==> config.mk <==
export PLATFORM = sky130hd
export DESIGN_NAME = instruction_fetch
export DESIGN_NICKNAME = d
export VERILOG_FILES = /design/src/rtl/rv32i_pkg.sv /design/src/rtl/fetch_buffer.sv /design/src/rtl/instruction_fetch.sv
export SDC_FILE = /design/constraint.sdc
export NUM_CORES = 1
export LEC_CHECK = 0
export ABC_AREA = 0
export CORE_MARGIN = 2
export CORE_UTILIZATION = 47
export CTS_BUF_LIST = sky130_fd_sc_hd__clkbuf_4 sky130_fd_sc_hd__clkbuf_8
export DETAILED_ROUTE_END_ITERATION = 8
export GPL_TIMING_DRIVEN = 1
export PLACE_DENSITY = 0.79
export SYNTH_ARGS = -nofsm -noshare
export SYNTH_HDL_FRONTEND = slang
export SYNTH_SLANG_ARGS = --single-unit
==> constraint.sdc <==
create_clock -name Clk_Core -period 5.55 [get_ports Clk_Core]
set_input_delay 1.665 -clock Clk_Core [delete_from_list [all_inputs] [get_ports Clk_Core]]
set_output_delay 1.665 -clock Clk_Core [all_outputs]
set_load 0.05 [all_outputs]
==> src/rtl/rv32i_pkg.sv <==
// Shared RV32I core types and constants.
// Fetch entries bundle a PC with the instruction word read at that PC.
// No timing or flow control lives here.
package rv32i_pkg;

    localparam int XLEN = 32;
    localparam logic [XLEN-1:0] INSTR_BYTES = 32'd4;
    localparam logic [XLEN-1:0] DEFAULT_RESET_VECTOR = 32'h0000_0000;

    typedef struct packed {
        logic [XLEN-1:0] pc;
        logic [XLEN-1:0] instr;
    } fetch_entry_t;

endpackage

==> src/rtl/fetch_buffer.sv <==
// Two-entry FIFO of fetch entries, with synchronous flush.
// Latency: a pushed entry is visible at the head one edge later.
// Backpressure: the caller gates push on count/pop; flush overrides push and pop.
module fetch_buffer
    import rv32i_pkg::*;
(
    input  logic         clk,
    input  logic         rst,
    input  logic         push,
    input  logic         pop,
    input  logic         flush,
    input  fetch_entry_t push_dat,
    output logic [1:0]   count,
    output fetch_entry_t head_dat
);

    fetch_entry_t entry_q [2];
    logic         wr_ptr;
    logic         rd_ptr;

    always_ff @(posedge clk or posedge rst) begin
        if (rst) begin
            entry_q[0] <= '0;
            entry_q[1] <= '0;
            wr_ptr     <= 1'b0;
            rd_ptr     <= 1'b0;
            count      <= 2'd0;
        end else if (flush) begin
            // Stale contents stay in place; count == 0 hides them.
            wr_ptr <= 1'b0;
            rd_ptr <= 1'b0;
            count  <= 2'd0;
        end else begin
            if (push) begin
                entry_q[wr_ptr] <= push_dat;
                wr_ptr          <= ~wr_ptr;
            end
            if (pop) begin
                rd_ptr <= ~rd_ptr;
            end
            case ({push, pop})
                2'b10:   count <= count + 2'd1;
                2'b01:   count <= count - 2'd1;
                default: count <= count;
            endcase
        end
    end

    assign head_dat = entry_q[rd_ptr];

endmodule

==> src/rtl/instruction_fetch.sv <==
// RV32I fetch stage: owns the PC, captures the instruction word, buffers it for decode.
// Latency: PC presented in cycle N appears at the buffer head in cycle N+1.
// Backpressure: PC freezes while the 2-entry buffer is full and decode is not accepting.
module instruction_fetch
    import rv32i_pkg::*;
#(
    parameter logic [31:0] RESET_VECTOR = DEFAULT_RESET_VECTOR,
    parameter int          BUF_DEPTH    = 2
) (
    input  logic        Clk_Core,
    input  logic        Rst_Core,
    output logic [31:0] Program_Count,
    input  logic [31:0] Instruction,
    input  logic        Redirect_Valid,
    input  logic [31:0] Redirect_Target,
    output logic        Fetch_Valid,
    input  logic        Fetch_Ready,
    output logic [31:0] Fetch_Instr,
    output logic [31:0] Fetch_PC,
    output logic        Misalign_Err
);

    localparam logic [1:0] FULL_COUNT = 2'(BUF_DEPTH);

    logic [XLEN-1:0] pc;
    logic            misalign_q;
    logic [1:0]      count;
    logic            push;
    logic            pop;
    fetch_entry_t    push_dat;
    fetch_entry_t    head_dat;

    assign Program_Count = pc;
    assign Fetch_Valid   = (count != 2'd0);
    assign pop           = Fetch_Valid && Fetch_Ready;
    // A full buffer still accepts when decode drains the head in the same cycle.
    assign push          = !Redirect_Valid && ((count < FULL_COUNT) || pop);
    assign push_dat      = '{pc: pc, instr: Instruction};

    always_ff @(posedge Clk_Core or posedge Rst_Core) begin
        if (Rst_Core) begin
            pc <= RESET_VECTOR;
        end else if (Redirect_Valid) begin
            pc <= {Redirect_Target[31:2], 2'b00};
        end else if (push) begin
            pc <= pc + INSTR_BYTES;
        end
    end

    always_ff @(posedge Clk_Core or posedge Rst_Core) begin
        if (Rst_Core) begin
            misalign_q <= 1'b0;
        end else begin
            misalign_q <= Redirect_Valid && (|Redirect_Target[1:0]);
        end
    end

    assign Misalign_Err = misalign_q;

    fetch_buffer u_fetch_buffer (
        .clk      (Clk_Core),
        .rst      (Rst_Core),
        .push     (push),
        .pop      (pop),
        .flush    (Redirect_Valid),
        .push_dat (push_dat),
        .count    (count),
        .head_dat (head_dat)
    );

    assign Fetch_Instr = head_dat.instr;
    assign Fetch_PC    = head_dat.pc;

endmodule

==> Yosys cells after proc, flatten, opt, wreduce, memory -nomap -nowiden <==
Index checks and enable logic that the tools add are counted.
{ "totals": {"register_bits": 165, "input_bits": 68, "wordCells": 49} }
{ "op_classes": {"eq_ne": 2, "n_mux": 14, "magnitude_cmp": 4, "n_addsub": 3, "bitwise_logic": 5, "reduce_logical": 12} }
{ "ops": {"columns": ["operator", "n"], "rows": [
  ["$mux W64", 4],
  ["$bwmux W128", 1],
  ["$demux W64 S1", 1],
  ["$mux W32", 2],
  ["$add A32 B3 Y32 const B", 1],
  ["$reduce_bool A2 Y1", 3],
  ["$ge A2 B2 Y1 const B", 2],
  ["$logic_and A1 B1 Y1", 4],
  ["$mux W1", 4],
  ["$not A1 Y2", 2],
  ["$pmux W2 S2", 1],
  ["$not A1 Y1", 3],
  ["$reduce_bool A3 Y1", 1],
  ["$add A2 B1 Y2 const B", 1],
  ["$eq A2 B1 Y1 const B", 1],
  ["$eq A2 B2 Y1 const B", 1],
  ["$lt A2 B1 Y1 const B", 1],
  ["$lt A2 B2 Y1 const B", 1],
  ["$mux W2", 1],
  ["$reduce_and A2 Y1", 1],
  ["$reduce_or A2 Y1", 1],
  ["$sub A2 B1 Y2 const B", 1],
  ["$logic_not A1 Y1", 1],
  ["$logic_or A1 B1 Y1", 1]
]} }

==> Longest topological paths before layout <==
{ "depth": {"ltp_word": 7, "mapped_depth": 6, "ltp_nobuf": 5} }

==> By module <==
From an unflattened synthesis, not the netlist that was laid out.
{ "unflattened": {"hier_cells": 555, "area_unflattened_um2": 7787.5} }
{ "modules_own_cells": {"columns": ["mod", "n_inst", "area_each_um2", "seq_area_each_um2", "cells_each"], "rows": [
  ["fetch_buffer", 1, 6037.0, 3303.2, 360],
  ["instruction_fetch", 1, 1750.4, 775.7, 195]
]} }

==> Worst setup path before layout <==
OpenSTA, ideal clock, no wires.
{ "synth_timing": {"kind": "reg2out", "from": "register u_fetch_buffer.rd_ptr", "to": "output Fetch_PC[20]", "path_stages_with_launch": 4, "setup_slack_ns": 2.460, "arrival_time_ns": 1.425, "n_path_buf": 2, "path_cell_list": "dfrtp_1 > clkbuf_1 > clkbuf_1 > mux2_2"} }
{ "synth_between": {"elab_chain_len": 4} }
{ "synth_rtl": {"columns": ["element", "line", "text"], "rows": [
  ["start: declaration", "fetch_buffer.sv:19", "logic rd_ptr;"],
  ["start signal: assignment", "fetch_buffer.sv:39", "rd_ptr <= ~rd_ptr;"],
  ["$not A1 Y2 (not written as such)", "fetch_buffer.sv:49", "assign head_dat = entry_q[rd_ptr];"],
  ["$mux W64 (not written as such) (3 in a row)", "fetch_buffer.sv:49", null],
  ["end: declaration", "instruction_fetch.sv:19", "output logic [31:0] Fetch_PC,"]
]} }
No other way between the ends. The select of a mux whose other input is x is not followed.

==> Final worst setup path <==
{ "layout_timing": {"from": "register u_fetch_buffer.rd_ptr", "to": "output Fetch_PC[18]"} }
The elaborated chain is that of the path after synthesis.

==> key figures <==
Yosys
  – Post-synthesis register bit count: 159
  – Mux cell area share after synthesis: 0.295
  – Post-synth EDFFs: 0
  – Simple-Gate Fraction of Synth Area: 0.0689
  – Most common cell in the synthesized netlist: mux2_2
  – Synth area leader: dfrtp_1
  – Syn Inst Count: 545
  – Register area share after synthesis: 0.549
  – Async SR Flop Fraction: 1.00
  – Xor/xnor share of the synthesized area: 0.0351
  – Most used flip-flop cell after synthesis: dfrtp_1
  – Share of the synthesized area in the top cell type: 0.549
  – Mean Syn Cell Area: 13.3 µm²
  – Synth cell types: 39
  – Adder-cell share of the synthesized area: 0.00173
  – Synthesized area: 7240 µm²
  – Top post-synthesis cells by count: mux2_2, dfrtp_1, nand2_1
  – Area contributors post-synth: dfrtp_1, mux2_2, xor2_1
  – Yosys warnings: 0
  – Largest family of logic cells by synthesized area: multiplexers
  – Synth Area in Compound Gates: 0.0228

Clock network
  – Clock sink count: 159
  – CTS-repair resized insts: 0
  – Setup Buffers After CTS: 0
  – Root Buffer: clkbuf_8
  – Max Root-Sink Buffers: 2
  – Clock transition at path regs: 80 ps
  – TritonCTS Buffers: 17
  – # hold bufs at CTS: 0
  – CTS tree: built
  – CTS H-tree depth: 4
  – Clock Latency Late Sink: 460 ps

Setup path
  – Worst r2r src: u_fetch_buffer.count[1]
  – CP max FO: 35
  – CP peak stage delay: 840 ps
  – Worst reg2reg endpoint: u_fetch_buffer.entry_q[28]
  – Kind of critical path: reg -> out
  – Worst Path Arrival: 2760 ps
  – FF-to-FF setup slack: 3270 ps
  – Worst Path Buf+Inv: 2
  – CP top delay family: buffers and inverters
  – R2R depth: 3
  – CP Cell Sequence: buf_12 -> mux2_2 -> clkdlybuf4s50_1
  – CP max stage cell: dfrtp_2
  – Cell count along the critical path: 3
  – CP endpoint kind: output pin
  – Critical Path End: Fetch_PC[18]
  – CP Launch Type: flip-flop
  – Crit path required time: 3880 ps
  – CP startpoint: u_fetch_buffer.rd_ptr

STA
  – Tcrit/Tclk final: 0.798
  – Slew @ Worst Pin: 1000 ps
  – Max Clock Freq: 226 MHz
  – Fin. max-slew vios: 0
  – Setup-failing EPs final: 0
  – Setup_tns: 0 ps
  – Relative slew slack: 0.332
  – Period minus WS final: 4430 ps
  – RSZ-0062 raised after global routing: false
  – Hold WS: 487 ps
  – Fin Clk Skew: 11.7 ps
  – Hold Violations, Final: 0

Die
  – Core Area: 15,100 µm²
  – Die Wd: 128 µm
  – Num ports: 166
  – Vert. Die Dim: 128 µm
  – Floorplan row count: 45
  – Die area: 16,400 µm²
  – Initial Utilization: 0.478

Power
  – VDD IR max: 0.000238 V
  – Net Sw Frac: 0.364
  – Clock power frac: 0.225
  – Int Power: 0.00250 W
  – Gate power share: 0.372
  – Psw: 0.00143 W
  – Leakage: 3.88 nW
  – P per Cell Area: 416 nW/µm²
  – Sequential share of power: 0.403

Drt
  – Routed Antenna Nets: 0
  – Total wire length: 15.7 mm
  – Drc violations: 0
  – Total vias in the final route: 4,850
  – DRT iter0 DRCs: 190
  – Drt pass-1 iters: 4
  – Routed len/inst: 17.4 µm
  – DR vias/cell: 5.38

Place
  – Hpwl dp: 10.6 mm
  – Port bufs: 161
  – Final GP Congestion: 0.801

Layout
  – Share of cells above drive strength 1: 0.339
  – Layout area overhead: 30.4%
  – Inserted Diodes: 0
  – Nets: 770

Worst hold path
  – Hold crit path type: reg -> reg

Status
  – Status: completed

GRT
  – First-pass GRT wire length: 25.4 mm
  – Number of global-route vias before repair: 5,104
  – Largest net degree at the start of global routing: 88
  – GRT overflow: 0
  – Antenna violations before repair: 0
  – GRT Overall Usage: 0.198

Flow run
  – Max cap viols: 0
sequential cells by signal, indices dropped and copies added (netlist names):
| register | count |
|---|---|
| u_fetch_buffer.entry_q | 124 |
| Program_Count | 30 |
| u_fetch_buffer.count | 2 |
| Misalign_Err | 1 |
| u_fetch_buffer.rd_ptr | 1 |
| u_fetch_buffer.wr_ptr | 1 |
worst min-delay path by stage:
stage	end	cells after the start	slack [ps]	startpoint
floorplan	u_fetch_buffer.entry_q[50]	2	440	u_fetch_buffer.entry_q[50]
global placement	u_fetch_buffer.entry_q[50]	2	460	u_fetch_buffer.entry_q[50]
detailed placement	u_fetch_buffer.entry_q[50]	2	470	u_fetch_buffer.entry_q[50]
CTS	u_fetch_buffer.entry_q[50]	2	490	u_fetch_buffer.entry_q[50]
global route	u_fetch_buffer.entry_q[64]	1	520	u_fetch_buffer.entry_q[64]
finish	u_fetch_buffer.entry_q[50]	2	490	u_fetch_buffer.entry_q[50]
per-layer routing:
layer,track usage,share of wire
met5,0,0
met4,0.0808,0.022
met3,0.0459,0.057
met2,0.318,0.47
met1,0.262,0.45
layout make-up:
type / instances / area [µm²]
fill: 1144 / 5700
sequential: 159 / 3980
tap: 188 / 235
inverter: 5 / 22.5
clock buffer: 18 / 248
timing repair buffer: 169 / 1690
multi-input combinational: 349 / 3100
clock inverter: 14 / 166
worst reg2reg max path: stages, from the launching register on:
cell	delay, ps
dfrtp_1	430
nand2b_1	310
nand3_4	800
mux2_2	610
cells in the final DEF (no fill, tap or decap), types with 4 or more instances in the layout:
master             n
o21ai_1           10
nand3_1           13
xnor2_1           12
nand2_1           38
dfrtp_1          158
clkdlybuf4s50_1  160
clkbuf_8          18
conb_1             4
clkinv_4           4
xor2_1            17
o21ai_0           16
clkinv_2           5
mux2_2           189
inv_1              4
nand4_1           10
nor2_1            10
buf_4              6
cells by family (layout without fill, tap and decap cells):
| kind of cell | Yosys count | in the layout |
|---|---|---|
| compound gates | 31 | 31 |
| xor+xnor | 29 | 29 |
| fa+ha+maj | 1 | 1 |
| buf+inv | 40 | 206 |
| flops | 159 | 159 |
| mux | 190 | 190 |
| other cells | 1 | 4 |
| simple gates | 94 | 94 |
power groups by stage:
stage          clock, W  sequential, W  combinational [W]
2_1_floorplan         0        0.00162           0.000992
3_3_place_gp          0        0.00158            0.00144
3_5_place_dp          0        0.00161            0.00147
4_1_cts        0.000911        0.00158            0.00147
5_1_grt        0.000951        0.00162            0.00153
6_report       0.000884        0.00158            0.00146
metrics by stage:
step            util  power, W  setup slack, ps  cells  area (µm²)
2_1_floorplan      -   0.00261             1870    548        7260
3_3_place_gp   0.596   0.00303             1480    870        9030
3_5_place_dp   0.596   0.00307             1370    870        9030
4_1_cts        0.624   0.00397             1080    902        9450
5_1_grt        0.624   0.00410             1040    902        9450
6_report       0.624   0.00393             1120    902        9450
Note: power is estimated with default switching activity, not from simulation.
